--- config.mk ---
export PLATFORM = sky130hd
export DESIGN_NAME = apb4_slave_if
export DESIGN_NICKNAME = d
export VERILOG_FILES = /design/src/rtl/apb4_slave_if.sv
export SDC_FILE = /design/constraint.sdc
export NUM_CORES = 1
export LEC_CHECK = 0
export ABC_AREA = 0
export BUFFER_PORTS_ARGS = -buffer_cell sky130_fd_sc_hd__buf_2
export CORE_ASPECT_RATIO = 1.4
export CORE_MARGIN = 5
export CORE_UTILIZATION = 45
export CTS_BUF_LIST = sky130_fd_sc_hd__clkbuf_8
export CTS_CLUSTER_DIAMETER = 80
export DETAILED_ROUTE_END_ITERATION = 8
export PLACE_DENSITY = 0.93
export SLEW_MARGIN = 40
export SYNTH_ARGS = -nofsm -noshare
export SYNTH_HDL_FRONTEND = slang
export SYNTH_SLANG_ARGS = --single-unit
--- constraint.sdc ---
create_clock -name clk -period 1.55 [get_ports clk]
set_input_delay 0.0775 -clock clk [delete_from_list [all_inputs] [get_ports clk]]
set_output_delay 0.0775 -clock clk [all_outputs]
set_load 0.02 [all_outputs]
--- src/rtl/apb4_slave_if.sv ---
// apb4_slave_if
// APB4 slave front-end for register-file based peripherals. Turns the APB
// setup/access handshake into single-cycle register write/read strobes and
// holds the captured address, write data and byte strobes for the register
// file. Supports fixed wait states, register-side back-pressure and PSLVERR
// for out-of-range, misaligned, privilege-violating or flagged accesses.
//
// Ports:
//   clk, rst          clock, synchronous active-high reset
//   psel, penable     APB handshake
//   pwrite, paddr     direction and byte address
//   pwdata, pstrb     write data and write byte lanes
//   pprot             protection (bit 0 = privileged)
//   prdata, pready,   read data, transfer complete, transfer error
//   pslverr
//   wr_en, rd_en      one-cycle register strobes, coincident with pready
//   reg_addr,         captured address / write data / byte strobes
//   reg_wdata,
//   reg_wstrb
//   reg_rdata         register read data (combinational on reg_addr)
//   reg_err           register file rejects the addressed location
//   reg_busy          register file not ready; holds completion
module apb4_slave_if #(
  parameter int                ADDR_W       = 12,
  parameter int                DATA_W       = 32,
  parameter int                WAIT_CYCLES  = 0,
  parameter logic [ADDR_W-1:0] ADDR_LIMIT   = 12'h400,
  parameter bit                PRIV_WR_ONLY = 1'b0,
  localparam int               STRB_W       = DATA_W / 8
) (
  input  logic              clk,
  input  logic              rst,
  input  logic              psel,
  input  logic              penable,
  input  logic              pwrite,
  input  logic [ADDR_W-1:0] paddr,
  input  logic [DATA_W-1:0] pwdata,
  input  logic [STRB_W-1:0] pstrb,
  input  logic [2:0]        pprot,
  output logic [DATA_W-1:0] prdata,
  output logic              pready,
  output logic              pslverr,
  output logic              wr_en,
  output logic              rd_en,
  output logic [ADDR_W-1:0] reg_addr,
  output logic [DATA_W-1:0] reg_wdata,
  output logic [STRB_W-1:0] reg_wstrb,
  input  logic [DATA_W-1:0] reg_rdata,
  input  logic              reg_err,
  input  logic              reg_busy
);

  localparam logic [0:0] IDLE   = 1'b0;
  localparam logic [0:0] ACCESS = 1'b1;

  localparam int                CNT_W     = (WAIT_CYCLES > 0) ? $clog2(WAIT_CYCLES + 1) : 1;
  localparam logic [CNT_W-1:0]  CNT_LOAD  = CNT_W'(WAIT_CYCLES);
  localparam logic [ADDR_W-1:0] LANE_MASK = ADDR_W'(STRB_W - 1);

  logic [0:0]       state;
  logic [CNT_W-1:0] cnt;
  logic             wr_p0;
  logic             prot0_p0;

  logic             access_ok;
  logic             done;
  logic             err;
  logic             unused_prot;

  // Only the privilege bit of pprot is meaningful here.
  assign unused_prot = ^pprot[2:1];

  // Setup-phase capture and access-phase sequencing
  always_ff @(posedge clk) begin
    if (rst) begin
      state     <= IDLE;
      cnt       <= '0;
      reg_addr  <= '0;
      reg_wdata <= '0;
      reg_wstrb <= '0;
      wr_p0     <= 1'b0;
      prot0_p0  <= 1'b0;
    end else begin
      case (state)
        IDLE: begin
          // penable without a preceding setup phase is ignored.
          if (psel && !penable) begin
            state     <= ACCESS;
            cnt       <= CNT_LOAD;
            reg_addr  <= paddr;
            reg_wdata <= pwdata;
            reg_wstrb <= pwrite ? pstrb : '0;
            wr_p0     <= pwrite;
            prot0_p0  <= pprot[0];
          end
        end
        ACCESS: begin
          if (!access_ok) begin
            state <= IDLE;
          end else if (cnt != '0) begin
            cnt <= cnt - CNT_W'(1);
          end else if (!reg_busy) begin
            state <= IDLE;
          end
        end
        default: state <= IDLE;
      endcase
    end
  end

  // Access-phase completion
  // Counter expiry with reg_busy high keeps the transfer waiting.
  assign access_ok = (state == ACCESS) && psel && penable;
  assign done      = access_ok && (cnt == '0) && !reg_busy;

  assign err = (reg_addr >= ADDR_LIMIT)
             | (|(reg_addr & LANE_MASK))
             | reg_err
             | (PRIV_WR_ONLY && wr_p0 && !prot0_p0);

  assign pready  = done;
  assign pslverr = done && err;
  assign wr_en   = done && wr_p0 && !err;
  assign rd_en   = done && !wr_p0 && !err;
  assign prdata  = (done && !wr_p0 && !err) ? reg_rdata : '0;

endmodule

After elaboration in Yosys (flattened, before gate mapping)
Index checks and enable logic that the tools add are counted.
Cells by class
  magnitude comparators: 1
  multiplexer cells: 11
  reductions and logical operators: 17
  eq/ne operators: 2
  add/subtract/negate cells: 1
  bitwise logic cells: 4
Operator list (number)
  two-way mux 32 bit: 1
  >= comparator 12 x 11 -> 1 bit, second input constant: 1
  logical AND 1 bit: 10
  two-way mux 1 bit: 7
  zero test 1 bit: 4
  two-way mux 4 bit: 1
  one-hot mux 1 bit (2 select lines): 2
  AND reduction 2 bit: 2
  inequality test 2 x 1 -> 1 bit, second input constant: 1
  inequality test 2 bit, second input constant: 1
  inverter 1 bit: 2
  bitwise OR 1 bit: 2
  OR reduction 2 bit: 1
  subtractor 1 bit, second input constant: 1
Word-level totals
  output and inout port bits: 84
  input bits: 90
  flip-flop bits (word level): 51

Longest topological paths before layout
  depth in word-level cells: 7
  mapped depth: 5

Worst setup path before layout
Ideal clock, no wire load.
  path kind: register to output
  start point: register reg_addr[0]
  end point: output wr_en
  cell stages (with the launch flop): 4
  data arrival time: 1.826 ns
  path buffers: 1
  data required time: 1.472 ns
  path slack: -0.354 ns
  cell sequence: dfxtp_1 -> or4_4 -> buf_6 -> nor4b_1
Between the ends
  word-level cells in the longest chain between the ends: 5
RTL lines
  start, declared: line 45  | output logic [ADDR_W-1:0] reg_addr,
  start signal, assigned: line 90  | reg_addr <= paddr;
  >= comparator 12 x 11 -> 1 bit or OR reduction 2 bit (tied branches): line 116, 117
  bitwise OR 1 bit (*): line 117  | | (|(reg_addr & LANE_MASK))
  bitwise OR 1 bit (*): line 118  | | reg_err
  zero test 1 bit (*): line 123  | assign wr_en = done && wr_p0 && !err;
  logical AND 1 bit (*): line 123
  end, declared: line 43  | output logic wr_en,
Every way passes the cells marked *; elsewhere a longest branch is shown, timed or not.

Worst setup path after layout
  start point: register reg_addr[0]
  end point: output prdata[8]
Between the ends
  word-level cells in the longest chain between the ends: 6
RTL lines
  >= comparator 12 x 11 -> 1 bit or OR reduction 2 bit (tied branches): line 116, 117
  bitwise OR 1 bit (*): line 117
  bitwise OR 1 bit (*): line 118
  zero test 1 bit (*): line 125  | assign prdata = (done && !wr_p0 && !err) ? reg_rdata : '0;
  logical AND 1 bit (*): line 125
  two-way mux 32 bit (*): line 125
  end, declared: line 40  | output logic [DATA_W-1:0] prdata,
Marks and branches as above.

==> results.txt <==
The run finished, with violations left. The checks that failed: setup timing. The period utilization is 125%. The final non-filler cell area came out at 0.00413 mm2. Synthesis produced 302 cells. At the end of routability-driven placement, the weighted congestion stood at 0.690.

Of the cells placed in the final design, the portion with a size suffix greater than 1 is 49.5%. TritonCTS built the clock tree. Setup repair after global routing could not meet its margin everywhere. The area overhead of the layout relative to synthesis came out at 40.7%. The category of the most critical setup path is reg -> out. Summing over every cut layer, the via total after detailed routing is 2,632. The headroom to the max-slew limit is 73.0%. The upper clock frequency limit is 0.517 GHz. Entering global routing, the biggest net connects 51 pins. The final routed wirelength across all metal layers is 7560 um. The effective utilization at floorplan is 46.7%. The count of antenna diodes in the layout is 0.

Clock latency on the worst-skew pair, taken at its later pin, is 0.30 ns. STA classifies the critical path endpoint as a primary output. The register bit count reported by yosys is 50. A synthesized cell averages 9.73 um2.

In this run the power density over the cells is 757 mW/mm2. The cts-stage hold buffer count is 0. STA puts the critical path data required time at 1.47 ns.

The cell class contributing the biggest share of worst-path delay is simple AND/OR/NAND/NOR gates. The clock sink count is 50. The max-cap check violation count is 0.

The via count of the first global-routing pass came to 2,611. The number of endpoints with negative hold slack in the final report is 0. Once detailed placement completed, the half-perimeter wirelength came to 5700 um. Once the clock tree was built, the setup fixing pass inserted 0 buffers. The critical path goes through or4_4, buf_12, nor4_2, buf_4. The worst path in the final design needs a cycle of 1.93 ns, including I/O delays and setup.

The worst hold-check path type is in -> reg. The netlist area before placement is 0.00294 mm2. The critical path's largest stage delay came out at 0.54 ns. The async set-reset flop share out of synthesis came out at 0%. The first global-routing pass estimated 12,000 um of wire. The remaining global-route overflow is 0.

The post-route total power is 0.00313 W. The core region is 0.00630 mm2. In the global route stage, overall resource usage came out at 17.5%.

The most common cell after layout, fill and taps aside is sky130_fd_sc_hd__buf_2. In this run, distinct cell masters in the synthesized netlist total 22. In the synthesized netlist the dominant register cell turns out to be sky130_fd_sc_hd__dfxtp_1. In this run the remaining antenna-violating nets after routing total 0. The count of TritonRoute iterations in the first routing pass came out at 4.

The largest fanout of any net on the critical path is 35. The number of warning messages in the yosys log came out at 0. The worst setup path is launched from a flip-flop.

The first routing iteration left 43 violations. The height of the die is 106 um. The number of slew-limit violations in the final report was 0. The residual DRC count is 0. The count of flip-flops with a built-in enable after synthesis is 0. The leakage power summed over all cells came out at 1.86 nW. The final number of setup-violating endpoints came out at 35. The top-level port count is 174. The number of buffers and inverters on the critical path is 2.

The highest ir drop seen on vdd is 0.677 mV. The number of clock buffers inserted by TritonCTS is 5. The number of antenna violations at the first check in global routing is 0. The worst clock skew on the final layout came out at 0.00543 ns. The maximum number of buffers from clock root to sink came out at 2. After detailed routing, the average wire length per cell comes to 14.2 um. The post-route worst setup slack came out at -0.385 ns.

The arrival time at the worst endpoint came out at 1.86 ns. The number of nets at the end of the flow is 550. The via density per instance is 4.94. The number of nets in the synthesized netlist is 392. The placed cell area is 0.00391 mm2. The fraction of the yosys area taken by sequential cells came out at 34.1%. The root buffer cell chosen for the clock tree is sky130_fd_sc_hd__clkbuf_8. The highest-delay cell along the critical path is sky130_fd_sc_hd__or4_4. In the layout the commonest cells are sky130_fd_sc_hd__buf_2, sky130_fd_sc_hd__nand2b_1, sky130_fd_sc_hd__mux2i_1, sky130_fd_sc_hd__dfxtp_1, sky130_fd_sc_hd__buf_4.

The site row count is 34. At the pin with the least slew margin, the transition time is 0.404 ns. The H-tree depth reported by CTS came out at 2. The die is 78.3 um wide. Clock-pin slew was measured on the worst setup and hold paths at 0.09 ns.

The full die area came out at 0.00827 mm2. The count of buffers added on input and output ports is 170.
[what timing repair did]
item,in CTS,in global routing
pin swaps,0,0
gates resized for setup,17,10
endpoints found under the setup margin,35,35
endpoints found under the hold margin,0,0
[per-layer routing]
metal	GRT usage, %	vias up	part of all wire, %
met4	5.63	0	1.8
met1	18.7	1181	38
met5	0	-	0
met2	32.5	117	51
li1	-	1322	-
met3	5.20	12	9.0
[Yosys cell counts (4+ instances only)]
cell type	count	share of area, %
sky130_fd_sc_hd__nand3b_1	4	1.0
sky130_fd_sc_hd__mux2i_1	49	17
sky130_fd_sc_hd__clkbuf_1	19	2.4
sky130_fd_sc_hd__nor4_2	28	12
sky130_fd_sc_hd__dfxtp_1	50	34
sky130_fd_sc_hd__nor4_1	4	0.85
sky130_fd_sc_hd__nand2b_1	126	27
sky130_fd_sc_hd__buf_6	4	1.5
sky130_fd_sc_hd__buf_2	5	0.85
[tightest hold or removal path, stage by stage]
cell and delay [ns]:
sky130_fd_sc_hd__buf_2 0.10, sky130_fd_sc_hd__nand2b_1 0.06, sky130_fd_sc_hd__mux2i_1 0.06
[layout make-up]
class / instances / area (um2)
clock buffers: 5 / 68.8
well taps: 72 / 90.1
multi-input cells: 221 / 1840
fillers: 518 / 2160
inverters: 1 / 3.75
clock inverters: 3 / 68.8
repair buffers: 181 / 1060
flip-flops and latches: 50 / 1000
[metrics by stage]
| step | worst slack [ns] | util [%] | instances | hold WS [ns] | TNS (ns) |
|---|---|---|---|---|---|
| finish | -0.385 | 65.7 | 533 | 0.0257 | -11.69 |
| detailed placement | -0.0661 | 62.1 | 525 | 0.345 | -0.589 |
| CTS | -0.404 | 65.0 | 533 | 0.0180 | -12.05 |
| global route | -0.456 | 65.7 | 533 | 0.0153 | -14.15 |
| global placement | -0.0119 | 62.1 | 525 | 0.333 | -0.0731 |
| floorplan | -0.229 | - | 302 | 0.207 | -6.83 |
[flip-flops by register name (all words and copies together) (netlist names)]
register	count
reg_wdata	32
reg_addr	12
reg_wstrb	4
state	1
wr_p0	1
[path summary, 6_finish.rpt]
check                                    from            end  slack (ns)  cells past startpoint
worst min register to register  reg_wdata[31]  reg_wdata[31]        0.47                      2
worst max register to register          state  reg_wdata[27]        0.29                      3
worst max-delay path              reg_addr[0]      prdata[8]       -0.38                      4
worst min-delay path                paddr[11]   reg_addr[11]        0.03                      3
[power by group]
group / internal, W / switching [W] / leakage [nW]
Combinational: 0.000301 / 0.000354 / 1.39
Sequential: 0.00135 / 0.0000367 / 0.409
Clock: 0.000647 / 0.000443 / 0.0683
[cell families after synthesis]
kind of cell           Yosys count  share of synthesized area (%)
buffers and inverters           31                           5.32
flip-flops                      50                           34.1
multiplexers                    49                           16.7
AND/OR/NAND/NOR                170                           43.4
AO/OA/AOI/OAI                    2                          0.511
(Power assumes the default switching activity.)
